[config.mk]
export PLATFORM = sky130hd
export DESIGN_NAME = clint
export DESIGN_NICKNAME = d
export VERILOG_FILES = /design/src/rtl/clint_pkg.sv /design/src/rtl/clint_prescaler.sv /design/src/rtl/clint.sv
export SDC_FILE = /design/constraint.sdc
export NUM_CORES = 1
export LEC_CHECK = 0
export BUFFER_PORTS_ARGS = -buffer_cell sky130_fd_sc_hd__buf_2
export CAP_MARGIN = 20
export CELL_PAD_IN_SITES_DETAIL_PLACEMENT = 1
export CELL_PAD_IN_SITES_GLOBAL_PLACEMENT = 1
export CORE_UTILIZATION = 30
export CTS_CLUSTER_SIZE = 8
export DETAILED_ROUTE_END_ITERATION = 8
export PLACE_DENSITY_LB_ADDON = 0.1
export SLEW_MARGIN = 20
export SYNTH_ARGS = -nofsm -noshare
export SYNTH_HDL_FRONTEND = slang
export SYNTH_SLANG_ARGS = --single-unit
[constraint.sdc]
create_clock -name clk_i -period 4.6 [get_ports clk_i]
set_clock_uncertainty 0.1 [all_clocks]
set_input_delay 0.46 -clock clk_i [delete_from_list [all_inputs] [get_ports clk_i]]
set_output_delay 0.46 -clock clk_i [all_outputs]
set_load 0.03 [all_outputs]
[src/rtl/clint_pkg.sv]
// Shared definitions for the core-local interruptor: register offsets and the timer type.
package clint_pkg;

  localparam logic [15:0] CLINT_MSIP        = 16'h0000;
  localparam logic [15:0] CLINT_MTIMECMP_LO = 16'h4000;
  localparam logic [15:0] CLINT_MTIMECMP_HI = 16'h4004;
  localparam logic [15:0] CLINT_MTIME_LO    = 16'hBFF8;
  localparam logic [15:0] CLINT_MTIME_HI    = 16'hBFFC;

  typedef logic [63:0] mtime_t;

endpackage

[src/rtl/clint_prescaler.sv]
// Divides clk down to the mtime increment rate: one tick every Prescale cycles.
module clint_prescaler
  import clint_pkg::*;
#(
  parameter int unsigned Prescale = 1
) (
  input  logic clk_i,
  input  logic reset_i,
  output logic tick_o
);

  localparam int unsigned CntW = (Prescale > 1) ? $clog2(Prescale) : 1;
  localparam logic [CntW-1:0] LastCnt = CntW'(Prescale - 1);

  logic [CntW-1:0] cnt_q, cnt_d;

  // With Prescale == 1 the counter sits at 0 and every cycle is a tick.
  assign tick_o = (cnt_q == LastCnt);
  assign cnt_d  = tick_o ? '0 : cnt_q + CntW'(1);

  always_ff @(posedge clk_i) begin
    if (reset_i) begin
      cnt_q <= '0;
    end else begin
      cnt_q <= cnt_d;
    end
  end

endmodule

[src/rtl/clint.sv]
// Core-local interruptor: memory-mapped mtime/mtimecmp timer and msip software interrupt.
// Single-cycle registered bus response; interrupt lines feed the CSR unit unmasked.
module clint
  import clint_pkg::*;
#(
  parameter int unsigned PRESCALE = 1
) (
  input  logic        clk_i,
  input  logic        reset_i,
  input  logic        req_i,
  input  logic        we_i,
  input  logic [15:0] addr_i,
  input  logic [31:0] wdata_i,
  output logic [31:0] rdata_o,
  output logic        ack_o,
  output logic        timer_interrupt_o,
  output logic        software_interrupt_o
);

  logic        tick;
  mtime_t      mtime_q, mtime_d;
  mtime_t      mtimecmp_q, mtimecmp_d;
  logic        msip_q, msip_d;
  logic        timer_q, timer_d;
  logic        ack_q;
  logic [31:0] rdata_q, rdata_d;
  logic [31:0] rd_word;
  logic        unused_addr;

  assign unused_addr = ^addr_i[1:0];

  clint_prescaler #(
    .Prescale(PRESCALE)
  ) u_prescaler (
    .clk_i  (clk_i),
    .reset_i(reset_i),
    .tick_o (tick)
  );

  always_comb begin
    rd_word    = '0;
    mtime_d    = mtime_q + mtime_t'(tick);
    mtimecmp_d = mtimecmp_q;
    msip_d     = msip_q;

    unique case (addr_i[15:2])
      CLINT_MSIP[15:2]: begin
        rd_word = {31'b0, msip_q};
        if (req_i && we_i) msip_d = wdata_i[0];
      end
      CLINT_MTIMECMP_LO[15:2]: begin
        rd_word = mtimecmp_q[31:0];
        if (req_i && we_i) mtimecmp_d = {mtimecmp_q[63:32], wdata_i};
      end
      CLINT_MTIMECMP_HI[15:2]: begin
        rd_word = mtimecmp_q[63:32];
        if (req_i && we_i) mtimecmp_d = {wdata_i, mtimecmp_q[31:0]};
      end
      // A write to either mtime half overrides that cycle's tick increment.
      CLINT_MTIME_LO[15:2]: begin
        rd_word = mtime_q[31:0];
        if (req_i && we_i) mtime_d = {mtime_q[63:32], wdata_i};
      end
      CLINT_MTIME_HI[15:2]: begin
        rd_word = mtime_q[63:32];
        if (req_i && we_i) mtime_d = {wdata_i, mtime_q[31:0]};
      end
      default: rd_word = '0;
    endcase

    rdata_d = (req_i && !we_i) ? rd_word : '0;
    timer_d = (mtime_d >= mtimecmp_d);
  end

  always_ff @(posedge clk_i) begin
    if (reset_i) begin
      mtime_q    <= '0;
      mtimecmp_q <= '1;
      msip_q     <= 1'b0;
      timer_q    <= 1'b0;
      ack_q      <= 1'b0;
      rdata_q    <= '0;
    end else begin
      mtime_q    <= mtime_d;
      mtimecmp_q <= mtimecmp_d;
      msip_q     <= msip_d;
      timer_q    <= timer_d;
      ack_q      <= req_i;
      rdata_q    <= rdata_d;
    end
  end

  assign rdata_o              = rdata_q;
  assign ack_o                = ack_q;
  assign timer_interrupt_o    = timer_q;
  assign software_interrupt_o = msip_q;

endmodule

==> results.txt <==
The critical path is of the reg -> reg type. The number of nets in the synthesized netlist is 1,318, and the standard-cell row count is 67. In this run the worst path has a maximum fanout of 6. The area fraction in and, or, nand and nor cells after synthesis is 0.284, and the combinational fraction of design power is 0.042.

The number of top-level design ports is 87, and the number of max-slew violations in the final report is 0. Counting the fill cells in the layout gives 3,970. The clock-pin slew of the registers on the worst-case setup and hold paths is 0.07 ns. The setup-violating endpoint count in the final report is 0. Leaving out fill and tap cells, the most frequent cells in the layout are 164 x sky130_fd_sc_hd__dfxtp_1, 112 x sky130_fd_sc_hd__nor2_1, 100 x sky130_fd_sc_hd__buf_4. For the initial core utilization, the log shows 0.306. The via count of the first global-routing pass came out at 10,308. Wires add up to 42,100 um. For the worst slew margin relative to its limit, the log shows 0.413. The fraction of registers with async set/reset was 0. Compared with the post-synthesis result, the final layout area differs by 21.0%. The post-route clock period utilization is 0.941. Kind of end point of the critical path: a register. The tools report the post-synthesis cell area as 10,300 sq um. In the final layout, the multi-input gates occupy 6670 sq um. Routability-driven placement finished with a final weighted congestion of 0.885. Multiplexer area fraction after synthesis: 0.108. The logs give 4.86 ns for the required time at the endpoint of the critical path and 0 for the number of buffers inserted for hold repair after clock tree synthesis. The slowest cell on the critical path is sky130_fd_sc_hd__nor4bb_2. The min-delay analysis places its worst path in the category in -> reg. The total power per unit cell area is 253 nW/um^2. The logs give 0 for the count of endpoints failing hold in the final timing report and 0.244 for the global-route usage over all layers.

For the number of nets with antenna violations after detailed routing, the log shows 0. By instance count, the cell type seen most on the critical path is sky130_fd_sc_hd__ha_1. The first TritonRoute pass finished after 6 iterations. The floorplan step defined a core boundary enclosing 33,600 sq um. For this run, the leading register cell type out of synthesis is sky130_fd_sc_hd__dfxtp_1.

For this block, the initial DRC count from the detailed router was 573. Tracing the worst setup path back leads to its startpoint at mtime_q[0]. From bottom edge to top edge, the die measures 187 um. The average cell area after synthesis was 8.56 sq um; the share of total power in the clock network was 0.504. The placement-stage worst setup slack was 0.102 ns; the number of antenna violations at the first check in global routing was 0.

The area of all sequential standard cells was 3280 sq um; the detailed placer's ending HPWL was 31,800 um. The clock passes through at most 2 buffers. The run finished with clean final reports. Buffers inserted during clock tree synthesis total 17.

The tools report the first-pass GRT wire length as 64,700 um. Dividing the detail-routed via count by the number of cells gives 5.60. The fraction of the mapped netlist area in adder cells is 0.0804, and the compound-cell area share of the yosys netlist is 0.169.

The fraction of the yosys area taken by sequential cells was 0.320. The count of synthesis-stage warnings from yosys was 0. Setup TNS: 0 ns. For the final critical-path setup slack, the log shows 0.272 ns. The xor and xnor area share after synthesis came out at 0.00171.

The count of buffers added on input and output ports is 84. The signal on the critical path passes through ha_1 > ha_1 > nand3_1 > nor3_1 > nand4_1 > buf_4 > nor3_4 > a211oi_1 > a211oi_1 > ha_1 > o21a_1 > o21a_1 > o221ai_2 > nor4bb_2 > buf_4 > o22ai_1 > a21o_1. Max-cap violations in this run came to 0. The share of post-route cells with drive strength above 1 was 0.215; the antenna cell count was 0. The via count was 10,055; the time the final worst path needs with I/O delays and setup was 4.33 ns. TritonCTS built the clock tree. The run gives 4.59 ns as the arrival time of the worst setup path. The synthesized netlist contains 83 unique library cells. For the total die area, the log shows 35,000 sq um. The tools report the hold path startpoint as req_i. The worst-case IR drop observed on VDD is 261 uV. The slew at the pin closest to its max-slew limit is 0.879 ns, and the clock sink count is 164. The final routed DRC violation total is 0. The startpoint identified for the worst register-to-register timing path is mtime_q[0]. The achievable clock frequency was 231 MHz; the number of enable flip-flop cells after synthesis was 0. Synthesis inferred 164 register bits. The fraction of power consumed by sequential logic came out at 0.455. Setup repair after global routing left no endpoint under its margin. Highest cell delay on the worst timing path: 0.39 ns. The leakage power of the design is 4.81 nW.

The cell chosen for the clock root was sky130_fd_sc_hd__clkbuf_16. Leaving out fill and tap cells, the most frequent cell in the layout is sky130_fd_sc_hd__dfxtp_1. Routed length per placed instance: 23.4 um. The logs give 0.000732 W for the net switching power figure and 0.46 ns for the latest clock arrival within the worst-skew pair. From left edge to right edge, the die measures 187 um. The leftover overflow at the end of global routing was 0. The largest family of logic cells by synthesized area was simple AND/OR/NAND/NOR gates. The element type at the critical path start was a register.

The H-tree was split into 4 levels. The tools report the cell count after synthesis as 1,200. The net switching fraction of the power is 0.233, and the number of nets in the finished design is 1,453.

Cell internal power was estimated by the tool at 0.00241 W. Entering global routing, the biggest net connects 69 pins.
metrics by stage:
| stage | util | std cells | instance area, sq um | hold WS, ns | power [W] |
|---|---|---|---|---|---|
| after floorplan | - | 1200 | 10300 | 0.331 | 0.00152 |
| after global routing | 0.370 | 1795 | 12400 | 0.199 | 0.00325 |
| final | 0.370 | 1795 | 12400 | 0.204 | 0.00314 |
| after global placement | 0.350 | 1760 | 11800 | 0.345 | 0.00159 |
| after detailed placement | 0.350 | 1760 | 11800 | 0.351 | 0.00159 |
| after CTS | 0.368 | 1791 | 12400 | 0.181 | 0.00318 |
sequential cells by signal (all words and copies together), names as in the netlist:
register	count
ack_o	1
timer_interrupt_o	1
mtimecmp_q	64
software_interrupt_o	1
rdata_o	32
u_prescaler.cnt_q	1
mtime_q	64
area by class of cell:
class / instances / area share
Multi-Input combinational cell: 952 / 0.537
Sequential cell: 164 / 0.264
Timing Repair Buffer: 187 / 0.100
Tap cell: 448 / 0.0451
Clock buffer: 23 / 0.0377
Clock inverter: 8 / 0.0121
Inverter: 13 / 0.00393
path summary, 6_finish.rpt:
check	slack [ns]	cells past startpoint	endpoint
max	0.27	17	timer_interrupt_o
min	0.20	2	ack_o
max reg2reg	0.27	17	timer_interrupt_o
min reg2reg	0.36	2	rdata_o[21]
cells by family after synthesis:
kind of cell / after synthesis
buffers and inverters: 84
AND/OR/NAND/NOR: 529
AO/OA/AOI/OAI: 246
other: 1
flip-flops: 164
XOR/XNOR: 2
adder cells (fa/ha/maj): 66
multiplexers: 108
worst max-delay path: cells and delay by family, from the launching register on:
kind | cells | cell delay [ns]
adder cells (fa/ha/maj) | 3 | 0.80
flip-flops | 1 | 0.36
buffers and inverters | 2 | 0.36
AND/OR/NAND/NOR | 5 | 1.35
AO/OA/AOI/OAI | 7 | 1.25
power groups by stage:
stage               logic [W]  clock network [W]  registers (W)
detailed placement   0.000130                  0        0.00146
finish               0.000130            0.00158        0.00143
floorplan           0.0000617                  0        0.00146
global placement     0.000130                  0        0.00146
global route         0.000141            0.00168        0.00143
CTS                  0.000131            0.00162        0.00143
synth_stat cells, drive strengths merged, types with 28 or more instances:
| library cell | number | share of area |
|---|---|---|
| nor4 | 38 | 0.027 |
| nor2 | 117 | 0.045 |
| a21oi | 81 | 0.040 |
| mux2i | 85 | 0.083 |
| clkbuf | 44 | 0.016 |
| nand4 | 30 | 0.019 |
| ha | 66 | 0.080 |
| dfxtp | 164 | 0.32 |
| nand2b | 68 | 0.041 |
| nor3 | 59 | 0.036 |
| nand2 | 83 | 0.030 |
| nand3 | 52 | 0.027 |
| a211oi | 28 | 0.021 |
layer usage:
layer / GRT usage / wire length [um] / up-vias
li1: - / - / 4782
met1: 0.342 / 20800 / 5016
met2: 0.394 / 19200 / 215
met3: 0.0310 / 1510 / 42
met4: 0.0640 / 617 / 0
met5: 0 / 0 / -
what timing repair did:
item / 4_1_cts / 5_1_grt
setup endpoints to repair: 0 / 1
setup buffers: 0 / 4
resized for setup: 0 / 7
No activity file was read; power rests on OpenSTA's default activity.
